`src/rtl/keypad_scanner.sv`:
```
// 3x3 active-low matrix scanner with scan-level debounce and single-key press events.
// Optional WAM_HIT_CHECK_EN adds hit/miss strobes judged against the lit-mole mask.
module keypad_scanner #(
  parameter int SCAN_DIV       = 50_000,
  parameter int DEBOUNCE_SCANS = 4
) (
  input  logic       clk,
  input  logic       resetn,
  input  logic [2:0] key_matrix_row,
  output logic [2:0] key_matrix_col,
  input  logic [8:0] lights,
  output logic       key_valid,
  output logic [3:0] key_code,
  output logic       key_held
`ifdef WAM_HIT_CHECK_EN
  ,
  output logic       hit,
  output logic       miss
`endif
);

  localparam int DIV_W = (SCAN_DIV > 2) ? $clog2(SCAN_DIV) : 1;

  typedef enum logic [1:0] {DRIVE0, DRIVE1, DRIVE2} state_e;

  state_e           state_q, state_d;
  logic [DIV_W-1:0] div_q, div_d;
  logic [2:0]       row_s1_q, row_s2_q;
  logic [8:0]       snap_q, snap_d;
  logic [8:0]       prev_q, prev_d;
  logic [3:0]       match_q, match_d;
  logic [8:0]       stable_q, stable_d;
  logic             lockout_q, lockout_d;
  logic             valid_q, valid_d;
  logic [3:0]       code_q, code_d;

  logic             tc;
  logic [2:0]       samp;
  logic [8:0]       full_snap;
  logic [3:0]       ones;

  always_comb begin
    state_d        = state_q;
    div_d          = div_q + 1'b1;
    snap_d         = snap_q;
    prev_d         = prev_q;
    match_d        = match_q;
    stable_d       = stable_q;
    lockout_d      = lockout_q;
    valid_d        = 1'b0;
    code_d         = code_q;
    key_matrix_col = 3'b110;
    full_snap      = snap_q;
    ones           = 4'd0;
    samp           = ~row_s2_q;
    tc             = (div_q == DIV_W'(SCAN_DIV - 1));

    case (state_q)
      DRIVE0:  key_matrix_col = 3'b110;
      DRIVE1:  key_matrix_col = 3'b101;
      DRIVE2:  key_matrix_col = 3'b011;
      default: key_matrix_col = 3'b110;
    endcase

    if (tc) begin
      div_d = '0;
      // Each column contributes one bit per row: index row*3+col.
      case (state_q)
        DRIVE0: begin
          full_snap[0] = samp[0];
          full_snap[3] = samp[1];
          full_snap[6] = samp[2];
          state_d      = DRIVE1;
        end
        DRIVE1: begin
          full_snap[1] = samp[0];
          full_snap[4] = samp[1];
          full_snap[7] = samp[2];
          state_d      = DRIVE2;
        end
        default: begin
          full_snap[2] = samp[0];
          full_snap[5] = samp[1];
          full_snap[8] = samp[2];
          state_d      = DRIVE0;
        end
      endcase
      snap_d = full_snap;

      if (state_q == DRIVE2) begin
        if (full_snap == prev_q) begin
          if (match_q != 4'(DEBOUNCE_SCANS)) match_d = match_q + 4'd1;
        end else begin
          match_d = 4'd1;
        end
        prev_d = full_snap;
        if (match_d == 4'(DEBOUNCE_SCANS)) stable_d = full_snap;
      end
    end

    for (int i = 0; i < 9; i++) ones = ones + 4'(stable_d[i]);

    // Multi-key chords lock out events until the matrix is fully released.
    if (stable_d == 9'd0) lockout_d = 1'b0;
    else if (ones > 4'd1) lockout_d = 1'b1;

    if ((stable_q == 9'd0) && (ones == 4'd1) && !lockout_q) begin
      valid_d = 1'b1;
      for (int i = 0; i < 9; i++) begin
        if (stable_d[i]) code_d = 4'(i);
      end
    end
  end

  always_ff @(posedge clk or negedge resetn) begin
    if (!resetn) begin
      state_q   <= DRIVE0;
      div_q     <= '0;
      row_s1_q  <= 3'b111;
      row_s2_q  <= 3'b111;
      snap_q    <= '0;
      prev_q    <= '0;
      match_q   <= '0;
      stable_q  <= '0;
      lockout_q <= 1'b0;
      valid_q   <= 1'b0;
      code_q    <= '0;
    end else begin
      state_q   <= state_d;
      div_q     <= div_d;
      row_s1_q  <= key_matrix_row;
      row_s2_q  <= row_s1_q;
      snap_q    <= snap_d;
      prev_q    <= prev_d;
      match_q   <= match_d;
      stable_q  <= stable_d;
      lockout_q <= lockout_d;
      valid_q   <= valid_d;
      code_q    <= code_d;
    end
  end

  assign key_valid = valid_q;
  assign key_code  = code_q;
  assign key_held  = |stable_q;

`ifdef WAM_HIT_CHECK_EN
  // lights is looked at live, in the same cycle key_valid is high.
  assign hit  = valid_q & lights[code_q];
  assign miss = valid_q & ~lights[code_q];
`else
  logic unused_lights;
  assign unused_lights = ^lights;
`endif

endmodule

```
`config.mk`:
```
export PLATFORM = sky130hd
export DESIGN_NAME = keypad_scanner
export DESIGN_NICKNAME = d
export VERILOG_FILES = /design/src/rtl/keypad_scanner.sv
export SDC_FILE = /design/constraint.sdc
export NUM_CORES = 1
export LEC_CHECK = 0
export BUFFER_PORTS_ARGS = -buffer_cell sky130_fd_sc_hd__buf_2
export CORE_MARGIN = 5
export CORE_UTILIZATION = 37
export CTS_BUF_LIST = sky130_fd_sc_hd__clkbuf_2
export DETAILED_ROUTE_END_ITERATION = 6
export GPL_ROUTABILITY_DRIVEN = 0
export HOLD_SLACK_MARGIN = 0.06
export SLEW_MARGIN = 30
export SYNTH_ARGS = -nofsm -noshare
export SYNTH_HDL_FRONTEND = slang
export SYNTH_SLANG_ARGS = --single-unit
export TNS_END_PERCENT = 100
```
`constraint.sdc`:
```
create_clock -name clk -period 7.2 [get_ports clk]
set_input_delay 0.72 -clock clk [delete_from_list [all_inputs] [get_ports clk]]
set_output_delay 0.72 -clock clk [all_outputs]
set_load 0.1 [all_outputs]
```
# Word-level counts from Yosys, hierarchy flattened

Index checks and enable logic that the tools add are counted.

Bits in registers: 61
Output and inout port bits: 9
Logic and storage cells: 82

$add $sub $neg: 10
Order comparisons: 1
Equality and inequality tests: 7
Mux-type cells: 40
Bitwise operators: 1
Reductions and logical operators: 12

Operators with widths:

| operator              | count |
|---|---|
| $mux 4                | 13 |
| $mux 9                | 3 |
| $mux 1                | 21 |
| $add 4x1->4           | 5 |
| $logic_not 9->1       | 2 |
| $add 16x1->16 const B | 1 |
| $eq 16x16->1 const B  | 1 |
| $mux 16               | 1 |
| $eq 9x9->1            | 1 |
| $reduce_bool 9->1     | 1 |
| $reduce_or 9->1       | 1 |
| $pmux 3 s2            | 1 |
| $add 3x1->4           | 1 |
| $add 4x1->4 const B   | 1 |
| $eq 4x1->1 const B    | 1 |
| $eq 4x3->1 const B    | 1 |
| $gt 4x1->1 const B    | 1 |
| $ne 4x3->1 const B    | 1 |
| $pmux 2 s2            | 1 |
| $reduce_and 2->1      | 2 |
| $add 2x1->3           | 1 |
| $not 3->3             | 1 |
| $add 1x1->2           | 1 |
| $eq 2x1->1 const B    | 1 |
| 6 further kinds       | 7 |

# Logic depth before layout (Yosys ltp)

Gate-level depths: netlist of the first run.

Word-level depth: 24
Mapped depth: 24
Gate-level depth less buffers: 22

# Least setup slack after synthesis of the first run

OpenSTA, ideal clock, no wires.

Kind: register -> register
Start: register state_q[0]
End: register code_q[3] (netlist: key_code[3])
Setup time: 0.128 ns
Arrival time: 6.265 ns
Data required time: 7.072 ns
Setup slack: 0.806 ns
Cell stages (with the launch flop): 23
Buffers on the path: 3
Period minus slack after synthesis: 6.394 ns
Cell sequence: dfrtp_1 -> ha_1 -> clkbuf_1 -> or2_2 -> o21a_1 -> xnor2_1 -> or2_2 -> nor4_1 -> buf_2 -> buf_2 -> mux2i_1 -> fa_1 -> inv_1 -> fa_1 -> fa_1 -> inv_1 -> fa_1 -> fa_1 -> o21a_1 -> nor3_1 -> nand4_1 -> or3_4 -> mux2_1

Elaborated cells between the ends (all ways): 51
Classes of those cells: 8 x add/sub; 5 x eq/ne; 32 x mux; 6 x reduce/logical

RTL lines:

| what                                                 | RTL line | RTL |
|---|---|---|
| from (decl)                                          | 26       | `state_e state_q, state_d;` |
| from (signal assigned)                               | 129      | `state_q <= state_d;` |
| $eq 2x1->1 / $logic_not 2->1 (equally long branches) | 68       | `case (state_q)` |
| $reduce_or 2->1 (no line)                            | n/a      |  |
| $mux 1                                               | 68       |  |
| $mux 1                                               | 65       | `if (tc) begin` |
| $eq 9x9->1                                           | 91       | `if (full_snap == prev_q) begin` |
| $mux 4                                               | 91       |  |
| $mux 4                                               | 90       | `if (state_q == DRIVE2) begin` |
| $mux 4                                               | 65       |  |
| (+2 left out)                                        | n/a      |  |
| $mux 9 (*)                                           | 90       |  |
| $mux 9 (*)                                           | 65       |  |
| net stable_d[3]                                      | 32       | `logic [8:0] stable_q, stable_d;` |
| $add 3x1->4                                          | 101      | `for (int i = 0; i < 9; i++) ones = ones + 4'(stable_d[i]);` |
| $add 4x1->4 (5 in series)                            | 101      |  |
| $eq 4x1->1                                           | 107      | `if ((stable_q == 9'd0) && (ones == 4'd1) && !lockout_q) begin` |
| $logic_and 1x1->1 (2 in series)                      | 107      |  |
| $reduce_and 2->1 (no line)                           | n/a      |  |
| to (signal assigned)                                 | 139      | `code_q <= code_d;` |
| to (decl)                                            | 35       | `logic [3:0] code_q, code_d;` |

Mark *: on every way through the listed nets, which the timed path passes. The rest lies on a longest branch. The select of a mux whose other input is x is not followed.
A chain may end at the register's enable or synchronous reset.

# Worst setup path in the final report of the first run

Start: register state_q[1]
End: register code_q[3] (netlist: key_code[3])

Cells in the longest elaborated chain, start to end: 24
Elaborated cells between the ends (all ways): 51
Classes of those cells: 8 x add/sub; 5 x eq/ne; 32 x mux; 6 x reduce/logical

RTL lines:

| what                                                 | RTL line |
|---|---|
| $eq 2x1->1 / $logic_not 2->1 (equally long branches) | 68 |
| $reduce_or 2->1 (no line)                            | n/a |
| $mux 1                                               | 68 |
| $mux 1                                               | 65 |
| $eq 9x9->1                                           | 91 |
| $mux 4                                               | 91 |
| $mux 4                                               | 90 |
| $mux 4                                               | 65 |
| (+4 left out)                                        | n/a |
| net stable_d[0]                                      | 32 |
| $add 1x1->2                                          | 101 |
| $add 2x1->3                                          | 101 |
| $add 3x1->4                                          | 101 |
| $add 4x1->4 (5 in series)                            | 101 |
| $eq 4x1->1                                           | 107 |
| $logic_and 1x1->1 (2 in series)                      | 107 |
| $reduce_and 2->1 (no line) (*)                       | n/a |

Marks and branches as above.

==> results of run 1 <==
[cells by family after synthesis]
logic type | after synthesis
simple gates | 144
xor+xnor | 17
buf+inv | 25
flops | 61
mux | 8
compound gates | 66
fa+ha+maj | 15
[metal layers]
layer  track usage  vias to the layer above
met1        0.1947                     1235
li1              -                     1222
met5             0                        -
met3       0.03228                        8
met2        0.1972                       52
met4       0.05273                        0
[synthesized netlist by cell type, types with 7 or more instances]
cell and number:
and3_1 8, nand3_1 13, dfrtp_1 55, xnor2_1 12, nor2_1 23, nor3_1 12
nand2b_1 12, o21ai_0 27, nand2_1 44, inv_1 17, o21a_1 7, a21oi_1 11
ha_1 10, nor4_1 9
[stage by stage]
stage / instance area [sq um] / total power, mW / setup WS [ns]
after global placement: 3513 / 0.3693 / 0.5180
after detailed placement: 3513 / 0.3692 / 0.4578
after floorplan: 3281 / 0.3585 / 0.8064
after CTS: 3620 / 0.5766 / 0.3681
final: 3622 / 0.5704 / 0.3868
after global routing: 3622 / 0.5950 / 0.01849
[path summary, 6_finish.rpt]
| kind | start | end | slack (ns) | depth (start not counted) |
|---|---|---|---|---|
| min reg2reg | row_s1_q[2] | row_s2_q[2] | 0.37 | 0 |
| max | state_q[1] | key_code[3] | 0.39 | 22 |
| min | key_matrix_row[1] | row_s1_q[1] | 0.32 | 1 |
| max in group asynchronous | resetn | snap_q[8] | 6.29 | 2 |
| max reg2reg | state_q[1] | key_code[3] | 0.39 | 22 |
| min in group asynchronous | resetn | div_q[10] | 0.34 | 2 |
[sequential cells by signal, indices dropped and copies added, names as in the netlist]
| signal | cells |
|---|---|
| lockout_q | 1 |
| row_s2_q | 3 |
| snap_q | 9 |
| key_valid | 1 |
| row_s1_q | 3 |
| prev_q | 9 |
| stable_q | 9 |
| key_code | 4 |
| state_q | 2 |
| div_q | 16 |
| match_q | 4 |
[cell type report]
cell class                      count  share of cell area
Tap cell                          108             0.03731
Inverter                           17             0.01762
Timing Repair Buffer               20             0.03247
Clock buffer                       11             0.01520
Sequential cell                    61              0.4235
Multi-Input combinational cell    250              0.4598
Clock inverter                      5             0.01416
[where the power goes]
| group | leakage [nW] | switching (mW) | internal [mW] |
|---|---|---|---|
| logic | 0.745 | 0.0109 | 0.00429 |
| registers | 0.817 | 0.00167 | 0.346 |
| clock network | 0.0694 | 0.127 | 0.0809 |
==> impl_metrics.ini, run 1 <==
[sta]
holdWs_ns = 0.3191
setup_viol = 0
timing.fmax_mhz = 146.8
min_period_over_period = 0.9463
rsz0062_at_grt = no
hold_violations = 0
fin_crit_ns = 6.813
relSlewSlack = 0.4618
finalSetupTns_ns = 0
fin_skew_ns = 0.03904
tightest_slew_ns = 0.8073
drv_slew = 0

[placement]
hpwlAfterDp_mm = 4.815
port-buffer-count = 13
dp.cells = 456

[synth]
netlist.area_leader.share = 0.4195
synthTopCellsByArea = dfrtp_1 (42%), nand2_1 (5.0%), dfstp_2 (4.8%), o21ai_0 (4.1%), ha_1 (3.8%)
synth_edf_count = 0
synth_area_sq_mm = 0.003281
yosys.area.top_type = dfrtp_1
ys.warnings.count = 0
synth_top_family_by_area = simple AND/OR/NAND/NOR gates
ys_ff_latch = 61
ys_types = 48
syn_nets = 365
synthSimpleGateAreaFrac = 0.2334
synthArstFlopShare = 1.000
synth_compound_gate_area_share = 0.1285
yosys-mux-area-fraction = 0.02708
synthCells = 336
seq_area_frac_synth = 0.4676
synthAdderAreaFrac = 0.06865
synthFlopType = dfrtp_1
synth-xor-area-share = 0.04539
syn_avg_cell_area_sq_um = 9.764

[setup_path]
cp.required_ns = 7.58
crit_fanout = 20
cpPeakStageDelay_ns = 0.54
end_kind = flip-flop
startpoint_type = flip-flop
slowest_stage = fa_1
worst_path_most_repeated_cell = fa_1
critPathKind = flip-flop to flip-flop
cp_cell_sequence = inv_1, ha_1, nand2b_1, a21oi_1, nor4_1, nand4_1, nor4_2, buf_4, nand3_1, o21a_1, fa_1, inv_1, fa_1, fa_1, inv_1, fa_1, fa_1, o21a_1, nor3_1, nand4_1, or3_4, mux2_1
worst-endpoint-arrival_ns = 7.19
crit_family = adder cells
crit_buf_inv = 4

[final_layout]
final_util = 0.4174
nets = 388
final_common_cell = dfrtp_1
instances_no_fill = 472
syn2layout_area_growth_pct = 10.41
insertedDiodeCount = 0
drive_gt1_frac = 0.1731
mostFrequentLayoutCells = dfrtp_1 (55), nand2_1 (44), o21ai_0 (27)
multi_input_area_sq_mm = 0.001665
regArea_sq_mm = 0.001534
nFillCells = 848

[route]
drt_iter0_markers = 185
dr.pass1.iters = 5
wl_met2_mm = 3.038
routed-via-count = 2517
avgRoutedWirePerCell_um = 14.67
drt-met1-wl_mm = 3.465
wl_met3_um = 314
drc = 0
top_layer = met4
ant_nets = 0
vias_per_cell = 5.333
drt-total-wl_mm = 6.922

[clock_tree]
cts.repair.resized = 0
numCtsBuffers = 9
cts_setup_buffers = 0
h-tree-depth = 3
cts_tree = built
clock_latency_ns = 0.50
cts_hold_buf = 0
ctsLongestPathBuffers = 2
cts_sinks = 61
root_buffer = clkbuf_2
path_clk_slew_ns = 0.17

[grt]
grt-ovfl-total = 0
grt_pass1_wl_mm = 11.95
antenna_found_initial = 0
grt_max_degree = 62
grt_pass1_vias = 2418
grt_usage = 0.1358

[floorplanning]
die_x_um = 104.2
initial_core_util = 0.3780
core_region_area_sq_mm = 0.008678
die-area_sq_mm = 0.01085
die_y_um = 104.2
num_io_pins = 23
rows = 34

[pwr]
power.leakage_nw = 1.632
irDropWorstVdd_mv = 0.05760
power_density_mw_per_mm2 = 157.5

[hold_path]
hold_path_class = primary input to flip-flop

[outcome]
status = finished, final reports clean

[flow_run]
cap_violations = 0
Power figures use the tool's default switching activity.
==> inputs of run 2 (changes only) <==
--- a/config.mk
+++ b/config.mk
@@ -7,11 +7,13 @@
 export LEC_CHECK = 0
 export BUFFER_PORTS_ARGS = -buffer_cell sky130_fd_sc_hd__buf_2
 export CORE_MARGIN = 5
-export CORE_UTILIZATION = 37
+export CORE_UTILIZATION = 59
 export CTS_BUF_LIST = sky130_fd_sc_hd__clkbuf_2
 export DETAILED_ROUTE_END_ITERATION = 6
 export GPL_ROUTABILITY_DRIVEN = 0
+export GPL_TIMING_DRIVEN = 0
 export HOLD_SLACK_MARGIN = 0.06
+export PLACE_DENSITY = 0.78
 export SLEW_MARGIN = 30
 export SYNTH_ARGS = -nofsm -noshare
 export SYNTH_HDL_FRONTEND = slang
==> impl_metrics.ini, run 2 (same netlist as run 1, synthesis figures left out) <==
[final_layout]
largest_reg_flops = 16
insertedDiodeCount = 0
final_common_cell = dfrtp_1
nets = 391
largest_register = div_q
final_util = 0.6572
fin_area_sq_mm = 0.003575
drive_gt1_frac = 0.1744
instances_no_fill = 439
syn2layout_area_growth_pct = 8.963
mostFrequentLayoutCells = dfrtp_1 (55), nand2_1 (44), o21ai_0 (27)

[floorplanning]
die_x_um = 84.57
core_region_area_sq_mm = 0.005439
num_io_pins = 23
initial_core_util = 0.6032
die-area_sq_mm = 0.007152
die_y_um = 84.57
rows = 27

[placement]
dpl_cell_area_sq_mm = 0.003445
port-buffer-count = 13
dp.cells = 421
hpwlAfterDp_mm = 5.039

[outcome]
status = finished, final reports clean

[setup_path]
cp.required_ns = 7.59
r2r_end = key_code[3]
timing.rr.start = state_q[1]
worst-endpoint-arrival_ns = 7.21
r2r_setup_slack_ns = 0.38
reg2reg_depth = 22
crit_start = state_q[1]
critPathKind = flip-flop to flip-flop
startpoint_type = flip-flop
end_kind = flip-flop
crit_fanout = 10

[clock_tree]
cts_sinks = 61
root_buffer = clkbuf_2
h-tree-depth = 3
ctsLongestPathBuffers = 2
cts_tree = built
clock_latency_ns = 0.48
cts_hold_buf = 0
numCtsBuffers = 9
path_clk_slew_ns = 0.17

[sta]
fin_skew_ns = 0.02108
finalSetupTns_ns = 0
rsz0062_at_grt = no
setup_viol = 0
min_period_over_period = 0.9474
fin_crit_ns = 6.821
timing.fmax_mhz = 146.6
tightest_slew_ns = 0.7559
drv_slew = 0
hold_violations = 0
relSlewSlack = 0.4961

[pwr]
power_density_mw_per_mm2 = 147.8
power_mw = 0.5283
power.leakage_nw = 1.630
irDropWorstVdd_mv = 0.1077

[route]
routed-via-count = 2534
dr.pass1.iters = 4
drc = 0
drt-total-wl_mm = 6.854
avgRoutedWirePerCell_um = 15.61
vias_per_cell = 5.772
ant_nets = 0
drt_iter0_markers = 143

[grt]
grt-ovfl-total = 0
grt_pass1_wl_mm = 11.70
grt_pass1_vias = 2495
antenna_found_initial = 0
grt_max_degree = 62
grt_usage = 0.2074

[hold_path]
hold_path_class = primary input to async pin

[flow_run]
cap_violations = 0
[run 2: cell types whose count changed in the layout (fill, tap and decap cells not counted), sizes merged]
| cell | delta |
|---|---|
| clkinv | +1 |
| buf | -3 |
| clkbuf | +7 |
| clkinvlp | -1 |
| bufinv | -1 |
[run 2: worst max path at each step]
stage / end / slack [ns] / cells after the start
after floorplan: key_code[3] / 0.81 / 22
after global placement: key_code[3] / 0.04 / 23
after detailed placement: key_code[3] / -0.12 / 23
after CTS: key_code[1] / 0.07 / 23
after global routing: key_code[1] / 0.02 / 23
final: key_code[3] / 0.38 / 22
[run 2: power breakdown]
group | leakage (nW) | switching (mW) | internal, mW
Combinational | 0.754 | 0.0111 | 0.00454
Sequential | 0.817 | 0.00158 | 0.346
Clock | 0.0585 | 0.119 | 0.0462
[run 2: layout make-up]
cell class,count,area [sq um]
timing repair buffer,16,90.09
inverter,17,63.81
sequential,61,1534
clock inverter,4,16.27
multi-input combinational,250,1688
clock buffer,12,60.06
buffer,7,32.53
fill,447,1864
tap,72,90.09
[run 2: routing by layer]
metal,wire [um],global-route usage
met5,0,0
met4,216,0.1194
met3,322,0.04711
met2,3123,0.3096
met1,3191,0.2775
[run 2: repair_timing]
item                                    CTS  global route
cloned                                    0             0
pin swaps                                 0             2
buffers inserted                          0             3
gates resized for setup                   2             6
endpoints found under the setup margin    4             4
[run 2: through the flow]
| step | hold WS (ns) | setup slack, ns |
|---|---|---|
| floorplan | 0.3452 | 0.8064 |
| global placement | 0.3469 | 0.03997 |
| detailed placement | 0.3479 | -0.1249 |
| CTS | 0.2772 | 0.06881 |
| global route | 0.2548 | 0.02347 |
| finish | 0.2870 | 0.3788 |
[run 2: critical path: stages, from the launching register on]
cell and delay (ns):
dfrtp_1 0.37, inv_1 0.08, ha_1 0.31, or2_2 0.37
o21a_1 0.30, xnor2_1 0.20, or2_2 0.35, nor4_2 0.38
clkbuf_4 0.28, buf_2 0.23, mux2i_2 0.29, fa_1 0.45
inv_1 0.08, fa_1 0.42, fa_1 0.49, inv_1 0.05
fa_1 0.40, fa_1 0.39, o21a_1 0.20, nor3_2 0.15
nand4_1 0.16, or3_4 0.47, mux2_1 0.33
==> inputs of run 3 (changes only) <==
--- a/config.mk
+++ b/config.mk
@@ -6,11 +6,11 @@
 export NUM_CORES = 1
 export LEC_CHECK = 0
 export BUFFER_PORTS_ARGS = -buffer_cell sky130_fd_sc_hd__buf_2
+export CORE_ASPECT_RATIO = 1.25
 export CORE_MARGIN = 5
 export CORE_UTILIZATION = 59
 export CTS_BUF_LIST = sky130_fd_sc_hd__clkbuf_2
 export DETAILED_ROUTE_END_ITERATION = 6
-export GPL_ROUTABILITY_DRIVEN = 0
 export GPL_TIMING_DRIVEN = 0
 export HOLD_SLACK_MARGIN = 0.06
 export PLACE_DENSITY = 0.78
==> impl_metrics.ini, run 3 (same netlist as run 1, synthesis figures left out) <==
[floorplanning]
num_io_pins = 23
die_x_um = 76.70
initial_core_util = 0.6069
die_y_um = 93.37
core_region_area_sq_mm = 0.005405
rows = 30
die-area_sq_mm = 0.007161

[pwr]
switching_share = 0.2112
power_mw = 0.6768
power_density_mw_per_mm2 = 184.4
power_frac_comb = 0.023
power_switching_mw = 0.1430
power.share.sequential = 0.514
p_clk_frac = 0.463
p_int_mw = 0.5338
irDropWorstVdd_mv = 0.1500
power.leakage_nw = 1.673

[final_layout]
drive_gt1_frac = 0.1793
syn2layout_area_growth_pct = 11.86
largest_register = div_q
regArea_sq_mm = 0.001534
nets = 392
fin_area_sq_mm = 0.003670
final_util = 0.6789
mostFrequentLayoutCells = dfrtp_1 (55), nand2_1 (44), o21ai_0 (27)
final_common_cell = dfrtp_1
multi_input_area_sq_mm = 0.001679
instances_no_fill = 432
insertedDiodeCount = 0
nFillCells = 417
largest_reg_flops = 16

[route]
drc = 0
routed-via-count = 2522
dr.pass1.iters = 4
vias_per_cell = 5.838
avgRoutedWirePerCell_um = 15.91
ant_nets = 0
drt_iter0_markers = 253
drt-total-wl_mm = 6.871

[setup_path]
cpPeakStageDelay_ns = 0.49
timing.rr.start = state_q[1]
cp_cell_sequence = inv_1, ha_1, or2_2, o21a_1, xnor2_1, or2_2, nor4_2, buf_4, buf_2, mux2i_1, fa_1, inv_1, fa_1, fa_1, inv_1, fa_1, fa_1, o21a_1, nor3_1, nand4_1, or3_4, o41ai_2
crit_fanout = 10
startpoint_type = flip-flop
worst_path_most_repeated_cell = fa_1
end_kind = flip-flop
reg2reg_depth = 22
r2r_end = key_code[2]
r2r_setup_slack_ns = 0.42
critPathKind = flip-flop to flip-flop
cp.required_ns = 7.61
slowest_stage = fa_1
worst-endpoint-arrival_ns = 7.19

[hold_path]
hold_path_class = primary input to async pin

[placement]
hpwlAfterDp_mm = 4.982
dp.cells = 413
dp_slack_ns = -0.04262
place_congestion = 0.8470
dpl_cell_area_sq_mm = 0.003435
port-buffer-count = 13

[grt]
grt_pass1_vias = 2565
antenna_found_initial = 0
grt_pass1_wl_mm = 12.10
grt-ovfl-total = 0
grt_usage = 0.2128
grt_max_degree = 62

[clock_tree]
ctsLongestPathBuffers = 2
clock_latency_ns = 0.49
cts_tree = built
root_buffer = clkbuf_2
cts_hold_buf = 0
path_clk_slew_ns = 0.18
numCtsBuffers = 9
cts_sinks = 61
h-tree-depth = 3

[flow_run]
cap_violations = 0

[sta]
finalSetupTns_ns = 0
timing.fmax_mhz = 147.4
finalWorstSetupSlack_ns = 0.4152
min_period_over_period = 0.9423
fin_skew_ns = 0.01490
setup_viol = 0
hold_violations = 0
fin_crit_ns = 6.785
tightest_slew_ns = 0.7589
rsz0062_at_grt = no
holdWs_ns = 0.2496
relSlewSlack = 0.4894
drv_slew = 0

[outcome]
status = finished, final reports clean
==> run 3: cell types whose count changed in the layout (fill, tap and decap cells not counted), moves of 2 or more <==
cell / delta
bufinv_16: +4
clkbuf_2: -3
clkinv_1: -3
buf_4: +2
==> run 3: routing by layer <==
| layer | GRT usage | wire (um) | vias to the layer above |
|---|---|---|---|
| met3 | 0.04817 | 247 | 17 |
| met4 | 0.1108 | 193 | 0 |
| met2 | 0.3449 | 3493 | 54 |
| li1 | - | - | 1235 |
| met5 | 0 | 0 | - |
| met1 | 0.2649 | 2936 | 1216 |
==> run 3: how the worst max path moves through the flow <==
stage | from | endpoint | slack, ns
2_1_floorplan | state_q[0] | key_code[3] | 0.81
3_5_place_dp | state_q[1] | key_code[2] | -0.04
3_3_place_gp | state_q[0] | key_code[3] | 0.07
4_1_cts | state_q[1] | key_code[2] | 0.002
5_1_grt | state_q[1] | key_code[2] | 0.01
6_report | state_q[1] | key_code[2] | 0.42
==> run 3: power by group through the flow <==
| stage | logic, mW | registers (mW) | clock network (mW) |
|---|---|---|---|
| 2_1_floorplan | 0.00540 | 0.353 | 0 |
| 3_3_place_gp | 0.0147 | 0.354 | 0 |
| 3_5_place_dp | 0.0149 | 0.354 | 0 |
| 4_1_cts | 0.0150 | 0.348 | 0.319 |
| 5_1_grt | 0.0180 | 0.348 | 0.338 |
| 6_report | 0.0156 | 0.348 | 0.314 |
==> run 3: cell type report <==
class | instances | share of cell area
clock buffer | 9 | 0.01227
timing repair buffer | 17 | 0.02659
sequential | 61 | 0.4180
tap | 64 | 0.02182
multi-input combinational | 250 | 0.4576
inverter | 17 | 0.01739
buffer | 7 | 0.008865
clock inverter | 7 | 0.03750
==> run 3: what timing repair did <==
action | 4_1_cts | 5_1_grt
pin swaps | 0 | 2
endpoints found under the setup margin | 3 | 4
cloned | 0 | 0
resized for setup | 1 | 7
buffers inserted | 0 | 4
==> run 3: critical path: cells and delay by family (launching register included) <==
| family | cells | cell delay (ns) |
|---|---|---|
| flops | 1 | 0.38 |
| xor+xnor | 1 | 0.18 |
| mux | 1 | 0.30 |
| fa+ha+maj | 6 | 2.48 |
| compound gates | 3 | 0.80 |
| buf+inv | 5 | 0.68 |
| simple gates | 6 | 1.89 |
